### config.mk
export PLATFORM = sky130hd
export DESIGN_NAME = rr_slot_arbiter
export DESIGN_NICKNAME = d
export VERILOG_FILES = /design/src/rtl/rr_slot_arbiter_pkg.sv /design/src/rtl/rr_slot_arbiter_hold_timer.sv /design/src/rtl/rr_slot_arbiter.sv
export SDC_FILE = /design/constraint.sdc
export NUM_CORES = 1
export LEC_CHECK = 0
export CAP_MARGIN = 20
export CORE_MARGIN = 2
export CORE_UTILIZATION = 32
export DETAILED_ROUTE_END_ITERATION = 6
export RECOVER_POWER = 100
export SYNTH_ARGS = -nofsm -noshare
export SYNTH_HDL_FRONTEND = slang
export SYNTH_SLANG_ARGS = --single-unit
### constraint.sdc
create_clock -name clk -period 2 [get_ports clk]
set_input_delay 0.2 -clock clk [delete_from_list [all_inputs] [get_ports clk]]
set_output_delay 0.2 -clock clk [all_outputs]
set_load 0.05 [all_outputs]
### src/rtl/rr_slot_arbiter_pkg.sv
// Shared types and width helpers for the round-robin slot arbiter.
package rr_slot_arbiter_pkg;

    typedef enum logic [1:0] {
        IDLE  = 2'd0,
        GRANT = 2'd1,
        GAP   = 2'd2
    } arb_state_e;

    // Bits needed to index v items; never less than one bit.
    function automatic int unsigned clog2w(input int unsigned v);
        return (v > 1) ? $clog2(v) : 1;
    endfunction

    localparam int unsigned DEF_N     = 4;
    localparam int unsigned DEF_IDX_W = clog2w(DEF_N);

endpackage

### src/rtl/rr_slot_arbiter_hold_timer.sv
// Modulo-MAX_HOLD cycle counter bounding how long a single grant may last.
module hold_timer
    import rr_slot_arbiter_pkg::*;
#(
    parameter int unsigned MAX_HOLD = 8,
    parameter int unsigned CW       = clog2w(MAX_HOLD)
) (
    input  logic          clk,
    input  logic          rst_n,
    input  logic          clr_i,
    input  logic          en_i,
    output logic [CW-1:0] count_o,
    output logic          term_c
);

    logic [CW-1:0] count_q;
    logic [CW-1:0] count_d;

    assign term_c  = (count_q == CW'(MAX_HOLD - 1));
    assign count_o = count_q;

    always_comb begin
        count_d = count_q;
        if (clr_i) begin
            count_d = '0;
        end else if (en_i) begin
            count_d = term_c ? '0 : count_q + CW'(1);
        end
    end

    always_ff @(posedge clk or negedge rst_n) begin
        if (!rst_n) begin
            count_q <= '0;
        end else begin
            count_q <= count_d;
        end
    end

endmodule

### src/rtl/rr_slot_arbiter.sv
// Round-robin arbiter granting one requester at a time, released by done or by
// a MAX_HOLD timeout, with a one-cycle gap between consecutive grants.
module rr_slot_arbiter
    import rr_slot_arbiter_pkg::*;
#(
    parameter int unsigned N        = DEF_N,
    parameter int unsigned W        = DEF_IDX_W,
    parameter int unsigned MAX_HOLD = 8
) (
    input  logic         clk,
    input  logic         rst_n,
    input  logic [N-1:0] req,
    input  logic         done,
    output logic [N-1:0] gnt,
    output logic         gnt_valid,
    output logic [W-1:0] gnt_idx,
    output logic         timeout
);

    localparam int unsigned HW = clog2w(MAX_HOLD);

    arb_state_e   state_q, state_d;
    logic [W-1:0] ptr_q, ptr_d;
    logic [N-1:0] gnt_q, gnt_d;
    logic         gnt_valid_q, gnt_valid_d;
    logic [W-1:0] gnt_idx_q, gnt_idx_d;
    logic         timeout_q, timeout_d;

    logic [W-1:0] sel_idx;
    logic         sel_found;
    int unsigned  srch_j;

    logic [HW-1:0] hold_cnt;
    logic          hold_term;
    logic          hold_clr;
    logic          unused_hold;

    assign unused_hold = ^hold_cnt;

    // First set request at or above ptr, wrapping modulo N.
    always_comb begin
        sel_idx   = '0;
        sel_found = 1'b0;
        srch_j    = 0;
        for (int unsigned off = 0; off < N; off++) begin
            srch_j = 32'(ptr_q) + off;
            if (srch_j >= N) begin
                srch_j = srch_j - N;
            end
            if (!sel_found && req[W'(srch_j)]) begin
                sel_found = 1'b1;
                sel_idx   = W'(srch_j);
            end
        end
    end

    assign hold_clr = (state_q != GRANT) && (state_d == GRANT);

    hold_timer #(
        .MAX_HOLD (MAX_HOLD),
        .CW       (HW)
    ) u_hold_timer (
        .clk     (clk),
        .rst_n   (rst_n),
        .clr_i   (hold_clr),
        .en_i    (state_q == GRANT),
        .count_o (hold_cnt),
        .term_c  (hold_term)
    );

    always_comb begin
        state_d     = state_q;
        ptr_d       = ptr_q;
        gnt_d       = gnt_q;
        gnt_valid_d = gnt_valid_q;
        gnt_idx_d   = gnt_idx_q;
        timeout_d   = 1'b0;
        unique case (state_q)
            IDLE: begin
                if (sel_found) begin
                    state_d     = GRANT;
                    gnt_d       = N'(1) << sel_idx;
                    gnt_valid_d = 1'b1;
                    gnt_idx_d   = sel_idx;
                end
            end
            GRANT: begin
                // done wins over a coincident terminal count: no timeout then.
                if (done || hold_term) begin
                    state_d     = GAP;
                    gnt_d       = '0;
                    gnt_valid_d = 1'b0;
                    gnt_idx_d   = '0;
                    ptr_d       = (gnt_idx_q == W'(N - 1)) ? '0 : gnt_idx_q + W'(1);
                    timeout_d   = !done;
                end
            end
            GAP: begin
                state_d = IDLE;
            end
            default: begin
                state_d = IDLE;
            end
        endcase
    end

    always_ff @(posedge clk or negedge rst_n) begin
        if (!rst_n) begin
            state_q     <= IDLE;
            ptr_q       <= '0;
            gnt_q       <= '0;
            gnt_valid_q <= 1'b0;
            gnt_idx_q   <= '0;
            timeout_q   <= 1'b0;
        end else begin
            state_q     <= state_d;
            ptr_q       <= ptr_d;
            gnt_q       <= gnt_d;
            gnt_valid_q <= gnt_valid_d;
            gnt_idx_q   <= gnt_idx_d;
            timeout_q   <= timeout_d;
        end
    end

    assign gnt       = gnt_q;
    assign gnt_valid = gnt_valid_q;
    assign gnt_idx   = gnt_idx_q;
    assign timeout   = timeout_q;

endmodule

==> impl_metrics.tcl <==
set metrics [dict create \
    crit_buf_inv 1 \
    synth_cell_types 29 \
    power.density_nw_per_um2 1540 \
    num_rows 17 \
    synth_top_area_share_pct 51.3 \
    startpoint_type "primary input" \
    grt_overflow 0 \
    syn_area_per_cell_sq_um 11.6 \
    post_cts_buffers 0 \
    yosys-top-cells-area "dfrtp_1, ha_1, o31ai_1" \
    drive_above_1_share_pct 12.5 \
    drcViolationCount 0 \
    holdBufCountCts 0 \
    power.switching_mw 0.634 \
    final_util_pct 41.9 \
    cp-end-kind "flop" \
    synth_area_sq_um 732 \
    grt_max_degree 16 \
    async_flop_share_pct 100 \
    synth_edf_count 0 \
    synth_seq_area_share_pct 51.3 \
    nNetsFinal 91 \
    power_frac_seq_pct 36.9 \
    cts_inserted_buffers 3 \
    num_vias 538 \
    synth_ff_type "dfrtp_1" \
    die_area_sq_um 2690 \
    routed_via_density 4.98 \
    finalHoldViolations 0 \
    r2r_slack_ps 430 \
    ctsResizeCount 0 \
    seq_area_sq_um 375 \
    status "finished, final reports clean" \
    crit_chain "dlygate4sd3_1, nor4_1, or3_1, nor4_4, a32o_2" \
    layout_commonest_cell "dfrtp_1" \
    cap_violations 0 \
    syn2layout_area_growth_pct 25.3 \
    fmax_mhz 569 \
    cp_top_family "simple AND/OR/NAND/NOR gates" \
    yosysTopAreaCell "dfrtp_1" \
    cp_data_required_time_ps 2170 \
    place_ws_ps 219 \
    wl_mm 1.31 \
    setup_viol_count_final 0 \
    crit_slowest_cell "dlygate4sd3_1" \
    clk-insertion-delay-late_ps 270 \
    min_path_type "primary input to asynchronous set/reset pin" \
    wl_per_cell_microns 12.1 \
    power.internal_mw 0.779 \
    root_buffer "clkbuf_4" \
    fin_crit_sh_pct 87.9 \
    finalSetupTns_ps 0 \
    drt-initial-drc-count 5 \
    diodes 0 \
    port_buffers 14 \
    gp_congestion 0.735 \
    max_stage_delay_ps 580 \
    most-common-layout-cells "dfrtp_1, dlygate4sd3_1, o31ai_1, nand2_1, clkdlybuf4s50_1" \
    fp.coreArea_sq_um 2190 \
    cts_buffer_depth 2 \
    crit_fanout 12 \
    syn_nets 73 \
    finalClockSkew_ps 4.63 \
    yosysWarnings 0 \
    dr.pass1.iters 4 \
    io_pins 15 \
    postLayoutSetupSlackWorst_ps 241 \
    power_frac_comb_pct 51.2 \
    nFillCells 214 \
    path_clk_slew_ps 90 \
    min_period_ps 1760 \
    ys_seq_elements 15 \
    rsz0062_at_grt "false" \
    postSynthCellCount 63 \
    switching_share_pct 44.8 \
    leakagePower_nw 0.425 \
    drv_slew 0 \
    gr-usage-all-layers_pct 11.7 \
    tightest_slew_ps 672 \
    cts_tree "yes" \
    cts_max_level 1 \
    grt_pass1_vias 490 \
    critPathArrivalTime_ps 1920 \
    antenna_found_initial 0 \
    critical_path_class "primary input to flop" \
    clkSinkCount 15 \
    multiInputGateArea_sq_um 322 \
    power.clock.fraction_pct 11.9 \
    die_x_microns 51.8 \
    ir_worst_vdd_v 0.000727 \
    detail-route-antenna-nets 0 \
    grt_pass1_wl_mm 2.33 \
    start_util_pct 33.4 \
    slew_headroom_pct 55.0 \
    die_y_microns 51.8 \
]
## worst paths after layout
check	start	endpoint	cells past startpoint
setup reg to reg	u_hold_timer.count_o[0]	gnt[0]	6
setup / recovery	req[0]	gnt[3]	5
min in group clk	state_q[1]	timeout	1
max in group asynchronous	rst_n	gnt_idx[1]	1
hold / removal	rst_n	ptr_q[1]	1
hold reg to reg	state_q[1]	timeout	1
## per-stage QoR
stage	hold slack, ps	cell area [sq um]	instances	power, mW
CTS	349	922	108	1.47
detailed placement	473	896	104	1.30
floorplan	-95.6	732	63	1.08
global route	442	917	108	1.52
finish	396	917	108	1.41
global placement	477	896	104	1.29
## flip-flops by register name, indices dropped and copies added, names as in the netlist
signal	cells
timeout	1
state_q	2
gnt_valid	1
gnt	4
u_hold_timer.count_o	3
gnt_idx	2
ptr_q	2
## synth_stat cells (2+ instances only)
| cell type | number |
|---|---|
| ha_1 | 3 |
| nor2b_1 | 2 |
| o31ai_1 | 4 |
| nor4_1 | 2 |
| o21ai_1 | 2 |
| inv_1 | 2 |
| nand2_1 | 4 |
| a32o_1 | 2 |
| nand2b_1 | 2 |
| a22o_1 | 2 |
| nor2_1 | 3 |
| dfrtp_1 | 15 |
| a21o_2 | 2 |
| nand3_1 | 3 |
## cell families after synthesis
kind of cell,Yosys count,synth area share (%)
muxes,1,1.54
adders and majority gates,3,5.13
and+or+nand+nor,20,16.9
DFF,15,51.3
buffers and inverters,5,4.10
AOI/OAI and AO/OA,19,21.0
## power by group through the flow
stage	Sequential [mW]	Combinational (mW)	Clock, mW
floorplan	0.724	0.356	0
global placement	0.531	0.757	0
detailed placement	0.532	0.770	0
CTS	0.525	0.771	0.174
global route	0.546	0.791	0.187
finish	0.521	0.724	0.168
## metal layers
metal / global-route usage, % / vias to the layer above / wire length [microns]
li1: - / 275 / -
met1: 15.7 / 248 / 646
met2: 17.1 / 13 / 574
met3: 4.31 / 2 / 80
met4: 3.95 / 0 / 10
met5: 0 / - / 0
## final cells by class
cell class,instances,share of cell area [%]
Clock buffer,4,2.86
Inverter,3,1.23
Multi-Input combinational cell,43,35.1
Sequential cell,15,40.9
Tap cell,28,3.82
Timing Repair Buffer,15,16.1
No activity file was read; power rests on OpenSTA's default activity.
